## src/rtl/fpu_tb_pkg.sv

```systemverilog
// rtl/fpu_tb_pkg.sv - shared state encoding, flag positions and defaults for the FPU batch driver
package fpu_tb_pkg;

    localparam logic [2:0] S_IDLE    = 3'd0;
    localparam logic [2:0] S_FETCH   = 3'd1;
    localparam logic [2:0] S_LOAD    = 3'd2;
    localparam logic [2:0] S_BEGIN   = 3'd3;
    localparam logic [2:0] S_WAIT    = 3'd4;
    localparam logic [2:0] S_CAPTURE = 3'd5;
    localparam logic [2:0] S_CLEAR   = 3'd6;
    localparam logic [2:0] S_DONE    = 3'd7;

    // Bit positions inside res_flags
    localparam int OVF = 1;
    localparam int UNF = 0;

    localparam int DEFAULT_TIMEOUT = 255;

endpackage

```

## src/rtl/fpu_wait_timer.sv

```systemverilog
// rtl/fpu_wait_timer.sv - loadable wait counter with terminal-count flag
module fpu_wait_timer #(
    parameter int CW    = 8,
    parameter int LIMIT = 255
) (
    input  logic clk,
    input  logic rst,
    input  logic load,
    input  logic en,
    output logic tc
);

    localparam logic [CW:0] LIM = LIMIT[CW:0];

    logic [CW-1:0] cnt_q;
    logic [CW-1:0] cnt_d;

    // Counter register
    always_ff @(posedge clk) begin
        if (rst) cnt_q <= '0;
        else     cnt_q <= cnt_d;
    end

    // Load clears, enable counts up; count stops at the terminal cycle
    always_comb begin
        cnt_d = cnt_q;
        if (load)          cnt_d = '0;
        else if (en && !tc) cnt_d = cnt_q + 1'b1;
    end

    // The cycle count seen by the waiter is cnt_q+1: first waiting cycle counts as 1
    assign tc = ({1'b0, cnt_q} + 1'b1) == LIM;

endmodule

```

## src/rtl/fpu_batch_driver.sv

```systemverilog
// rtl/fpu_batch_driver.sv - batch initiator for the FPU beg_FSM/ready/rst_FSM handshake
module fpu_batch_driver
    import fpu_tb_pkg::*;
#(
    parameter int W       = 64,
    parameter int AW      = 10,
    parameter int TIMEOUT = DEFAULT_TIMEOUT
) (
    input  logic          clk,
    input  logic          rst,
    input  logic          start,
    input  logic [AW:0]   num_ops,
    input  logic          add_subt_cfg,
    input  logic [1:0]    r_mode_cfg,
    output logic          op_rd_en,
    output logic [AW-1:0] op_addr,
    input  logic [W-1:0]  op_x,
    input  logic [W-1:0]  op_y,
    output logic          beg_FSM,
    output logic          rst_FSM,
    output logic [W-1:0]  Data_X,
    output logic [W-1:0]  Data_Y,
    output logic          add_subt,
    output logic [1:0]    r_mode,
    input  logic          ready,
    input  logic [W-1:0]  final_result_ieee,
    input  logic          overflow_flag,
    input  logic          underflow_flag,
    output logic          res_wr_en,
    output logic [AW-1:0] res_addr,
    output logic [W-1:0]  res_data,
    output logic [1:0]    res_flags,
    output logic          busy,
    output logic          done,
    output logic          timeout_err,
    output logic [AW-1:0] err_index
);

    localparam int CW = $clog2(TIMEOUT + 1);

    logic [2:0]    state_q, state_d;
    logic [AW:0]   index_q, index_d;
    logic [AW:0]   num_q, num_d;
    logic          asub_q, asub_d;
    logic [1:0]    rmode_q, rmode_d;
    logic [W-1:0]  dx_q, dx_d;
    logic [W-1:0]  dy_q, dy_d;
    logic          terr_q, terr_d;
    logic [AW-1:0] eidx_q, eidx_d;
    logic [AW:0]   idx_inc;
    logic          tc;

    assign idx_inc = index_q + {{AW{1'b0}}, 1'b1};

    fpu_wait_timer #(
        .CW    (CW),
        .LIMIT (TIMEOUT)
    ) u_timer (
        .clk  (clk),
        .rst  (rst),
        .load (state_q == S_BEGIN),
        .en   (state_q == S_WAIT),
        .tc   (tc)
    );

    // State and datapath registers
    always_ff @(posedge clk) begin
        if (rst) begin
            state_q <= S_IDLE;
            index_q <= '0;
            num_q   <= '0;
            asub_q  <= 1'b0;
            rmode_q <= 2'b00;
            dx_q    <= '0;
            dy_q    <= '0;
            terr_q  <= 1'b0;
            eidx_q  <= '0;
        end else begin
            state_q <= state_d;
            index_q <= index_d;
            num_q   <= num_d;
            asub_q  <= asub_d;
            rmode_q <= rmode_d;
            dx_q    <= dx_d;
            dy_q    <= dy_d;
            terr_q  <= terr_d;
            eidx_q  <= eidx_d;
        end
    end

    // Next-state: ready wins over the timeout on the same cycle
    always_comb begin
        state_d = state_q;
        case (state_q)
            S_IDLE:    if (start) state_d = (num_ops == '0) ? S_DONE : S_FETCH;
            S_FETCH:   state_d = S_LOAD;
            S_LOAD:    state_d = S_BEGIN;
            S_BEGIN:   state_d = S_WAIT;
            S_WAIT: begin
                if (ready)   state_d = S_CAPTURE;
                else if (tc) state_d = S_CLEAR;
            end
            S_CAPTURE: state_d = S_CLEAR;
            S_CLEAR:   state_d = (idx_inc == num_q || terr_q) ? S_DONE : S_FETCH;
            S_DONE:    state_d = S_IDLE;
            default:   state_d = S_IDLE;
        endcase
    end

    // Datapath updates: batch config on start, operands on LOAD, error capture on abort
    always_comb begin
        index_d = index_q;
        num_d   = num_q;
        asub_d  = asub_q;
        rmode_d = rmode_q;
        dx_d    = dx_q;
        dy_d    = dy_q;
        terr_d  = terr_q;
        eidx_d  = eidx_q;
        case (state_q)
            S_IDLE: begin
                if (start) begin
                    num_d   = num_ops;
                    asub_d  = add_subt_cfg;
                    rmode_d = r_mode_cfg;
                    terr_d  = 1'b0;
                    index_d = '0;
                end
            end
            S_LOAD: begin
                dx_d = op_x;
                dy_d = op_y;
            end
            S_WAIT: begin
                if (!ready && tc) begin
                    terr_d = 1'b1;
                    eidx_d = index_q[AW-1:0];
                end
            end
            S_CLEAR:  index_d = idx_inc;
            default:  ;
        endcase
    end

    // Moore outputs decoded from the current state
    always_comb begin
        op_rd_en  = (state_q == S_FETCH);
        op_addr   = (state_q == S_FETCH) ? index_q[AW-1:0] : '0;
        beg_FSM   = (state_q == S_BEGIN);
        rst_FSM   = (state_q == S_CLEAR);
        res_wr_en = (state_q == S_CAPTURE);
        res_addr  = '0;
        res_data  = '0;
        res_flags = 2'b00;
        if (state_q == S_CAPTURE) begin
            res_addr       = index_q[AW-1:0];
            res_data       = final_result_ieee;
            res_flags[OVF] = overflow_flag;
            res_flags[UNF] = underflow_flag;
        end
        busy        = (state_q != S_IDLE) && (state_q != S_DONE);
        done        = (state_q == S_DONE);
        Data_X      = dx_q;
        Data_Y      = dy_q;
        add_subt    = asub_q;
        r_mode      = rmode_q;
        timeout_err = terr_q;
        err_index   = eidx_q;
    end

endmodule
```

## config.mk

```make
export PLATFORM = sky130hd
export DESIGN_NAME = fpu_batch_driver
export DESIGN_NICKNAME = d
export VERILOG_FILES = /design/src/rtl/fpu_tb_pkg.sv /design/src/rtl/fpu_wait_timer.sv /design/src/rtl/fpu_batch_driver.sv
export SDC_FILE = /design/constraint.sdc
export NUM_CORES = 1
export LEC_CHECK = 0
export CAP_MARGIN = 20
export CORE_AREA = 2 2 171 173
export CTS_CLUSTER_DIAMETER = 80
export CTS_CLUSTER_SIZE = 25
export DETAILED_ROUTE_END_ITERATION = 12
export DIE_AREA = 0 0 173 175
export GPL_TIMING_DRIVEN = 0
export MAX_ROUTING_LAYER = met4
export PLACE_DENSITY = 0.62
export SLEW_MARGIN = 10
export SYNTH_ARGS = -nofsm -noshare
export SYNTH_HDL_FRONTEND = slang
export SYNTH_HIERARCHICAL = 1
export SYNTH_SLANG_ARGS = --single-unit
export TNS_END_PERCENT = 10
```

## constraint.sdc

```tcl
create_clock -name clk -period 2.2 [get_ports clk]
set_input_delay 0.44 -clock clk [delete_from_list [all_inputs] [get_ports clk]]
set_output_delay 0.44 -clock clk [all_outputs]
set_load 0.01 [all_outputs]
```

==> impl_results.md <==
* Drt via density at 4.602
* Nets@finish at 1692
* Hold_buf cts at 0
* Vias in the first global route at 8444
* Antenna-violating nets left at 0
* Logic pwr share at 0.402
* Starting density of the core at 0.2652
* Post-synthesis sequential area ratio at 0.4652
* Largest area contributor in the netlist: dfxtp_1
* RSZ-0062 raised after global routing: yes
* Crit start category: flop
* Area growth, synth to finish at 78.88%
* Port Buffer Count at 445
* Slew headroom at 0.5524
* Placement Rows at 62
* Sink Count at 175
* Clock Pin Slew Worst Setup and Hold Paths at 0.08 ns
* Synth Cell Area at 7531 um2
* Synth unique cells at 56
* Io pins at 446
* Top sig layer: met4
* Sequential fraction of design power at 0.332
* Fin area at 13470 um2
* CP bufs+invs at 6
* Post-Synthesis Cells at 986
* Top cells by area, synth: dfxtp_1 (47%), nand2_1 (15%), a21oi_1 (11%)
* Initial DRC Count at 352
* CP max FO at 5
* Top-area cell type share of the netlist area at 0.4652
* Max Buffers Root-to-Sink at 2
* Max Clk Rate at 429.9 MHz
* Outcome: finished, violations left
* Worst setup path class: reg2out
* Clk_lat worst skew at 0.43 ns
* Top Family by Delay on Critical Path: buffers and inverters
* WP data arrival at 1.89 ns
* Most common cell on crit path: buf_6
* Failing checks: negative setup slack
* Fin crit share at 1.057
* CTS tree: yes
* Syn Nets at 1201
* Final Max Slew Viols at 0
* Syn avg cell area at 7.638 um2
* Sw Ratio at 0.3600
* Critical path cell sequence: buf_6, inv_8, nor3b_4, clkbuf_8, buf_6, clkbuf_16, and2_4, buf_6
* Critical path depth in cells at 8
* DRC errors left at 0
* CP Capture Type: primary output
* First-pass DRT Iterations at 5
* Max-Cap Viols at 0
* Yosys warns at 6
* GRT Overall Usage at 0.2199
* Met3 wire len at 2681 um
* GRT overflow at 0
* Minimum clock period at 2.326 ns
* Met2 WL at 16870 um
* Synth Flop Type: dfxtp_1
* VDD IR max at 0.4495 mV
* Ys async rst share at 0
* Util after Layout at 0.4745
* HP Class: reg2reg
* Filler Cells Inserted at 2843
* CP peak stage delay at 0.33 ns
* H-tree lvl count at 4
* Detailed-route via count at 8633
* GP Congestion at 0.9060
* Post-synthesis register bit count at 175
* Share of layout cells above drive strength 1 at 0.1691
* CTS Root Cell: clkbuf_16
* Internal power at 7.793 mW
* Slowest CP cell: dfxtp_2
* Layout Skew at 0.02314 ns
* Die X at 173 um
* Initial antenna violation count at 2
* LEAKAGE at 5.214 nW
* Die height at 175 um
* Pin count of the biggest net entering global routing at 19
* Worst slew pin tran at 0.6714 ns
* Final hold vios at 0
* Total power at 12.18 mW
* M1 WL at 12940 um
* Hold Path Cell Cnt at 2
* Area after DPL at 12490 um2
* NetSw at 4.383 mW
* Register area at 3515 um2
* First-pass GRT wire length at 49800 um
* Power Dens Cells at 903.8 nW/um2
* Multi-input logic area at 3801 um2
* Clock network fraction of total power at 0.266
* WL final at 33730 um
* Worst r2r path cells at 9
* Worst path required time at 1.76 ns
* CTS Buf Count at 17
* Die area at 30280 um2
* Core area at 28390 um2
* PnR worst setup slack at -0.1263 ns
* Post-synth EDFFs at 0
* Detailed Place HPWL at 25840 um
* Routed wire per std cell at 17.98 um
* Setup violations, final at 86
[worst paths after layout]
path | to | slack, ns | start
max | res_data[34] | -0.13 | state_q[2]$_SDFFE_PP0P_
min reg2reg | Data_X[34]$_SDFFE_PP0P_ | 0.45 | Data_X[34]$_SDFFE_PP0P_
min | Data_X[34]$_SDFFE_PP0P_ | 0.45 | Data_X[34]$_SDFFE_PP0P_
max reg2reg | err_index[4]$_SDFFE_PP0P_ | -0.12 | u_timer/cnt_q[0]$_SDFFE_PP0P_
[tightest hold or removal path, stage by stage (launching register included)]
cell	delay, ns
dfxtp_1	0.31
nand2_1	0.05
a21oi_1	0.05
[power by group through the flow]
| stage | sequential [mW] | combinational, mW | clock (mW) |
|---|---|---|---|
| 6_report | 4.04 | 4.89 | 3.24 |
| 4_1_cts | 4.04 | 4.77 | 3.34 |
| 5_1_grt | 4.11 | 5.33 | 3.47 |
| 3_5_place_dp | 4.09 | 4.46 | 0 |
| 2_1_floorplan | 4.27 | 1.92 | 0 |
| 3_3_place_gp | 4.07 | 4.43 | 0 |
[cells by family (layout without fill, tap and decap cells)]
kind of cell	Yosys count	after routing	synth area share
compound gates	207	207	0.1504
xor+xnor	13	13	0.01612
fa+ha+maj	3	3	0.004985
buf+inv	86	590	0.05051
flops	175	175	0.4652
mux	11	11	0.01479
other cells	0	2	0
simple gates	491	491	0.2981
[per-layer routing]
metal | global-route usage | vias up
li1 | - | 4228
met1 | 0.2371 | 3985
met2 | 0.3732 | 374
met3 | 0.06963 | 46
met4 | 0.09393 | 0
met5 | - | -
[sequential cells by signal, summed over array words and instances (netlist names), 2 cells and up]
name	count
Data_X	64
Data_Y	64
err_index	10
index_q	11
num_q	11
r_mode	2
state_q	3
u_timer/cnt_q	8
[cells in the mapped netlist (all sizes together) (6+ instances only)]
cell type	count
a21oi	165
and2	92
and3	7
buf	30
clkbuf	46
dfxtp	175
inv	10
mux2i	10
nand2	303
nand3	8
nand4	10
nor2	38
nor4	6
o21ai	16
xnor2	7
xor2	6
[through the flow]
| stage | setup WS [ns] | cells | hold slack, ns | TNS, ns |
|---|---|---|---|---|
| finish | -0.1263 | 1876 | 0.4541 | -5.163 |
| detailed placement | -1.017 | 1815 | 0.4460 | -85.21 |
| global route | -0.2211 | 1876 | 0.4669 | -15.42 |
| global placement | -0.9992 | 1815 | 0.4407 | -84.68 |
| CTS | -0.1767 | 1862 | 0.4554 | -4.297 |
| floorplan | 0.05104 | 986 | 0.4478 | 0 |
[final cells by class]
type                    count  area share
clock buffers              17     0.03158
diodes                      2   0.0003715
multi-input cells         725      0.2822
inverters                  10    0.003344
plain buffers              74     0.03269
well taps                 384     0.03566
repair buffers            474      0.3388
clock inverters            15     0.01449
flip-flops and latches    175      0.2609
[cell usage in the layout, fill, tap and decap left out, types with 9 or more instances in the layout]
master / instances
a21oi_1: 164
and2_1: 59
and2_4: 32
buf_2: 61
buf_4: 20
buf_6: 53
clkbuf_1: 32
clkbuf_16: 18
clkbuf_2: 10
clkdlybuf4s50_1: 353
dfxtp_1: 170
inv_1: 9
mux2i_1: 10
nand2_1: 302
nand4_1: 10
nor2_1: 35
o21ai_0: 15
[repair_timing]
item	CTS	global route
setup endpoints to repair	105	138
pin swaps	3	28
gates cloned	1	1
gates resized for setup	466	65
setup buffers	16	11
Note: power is estimated with default switching activity, not from simulation.
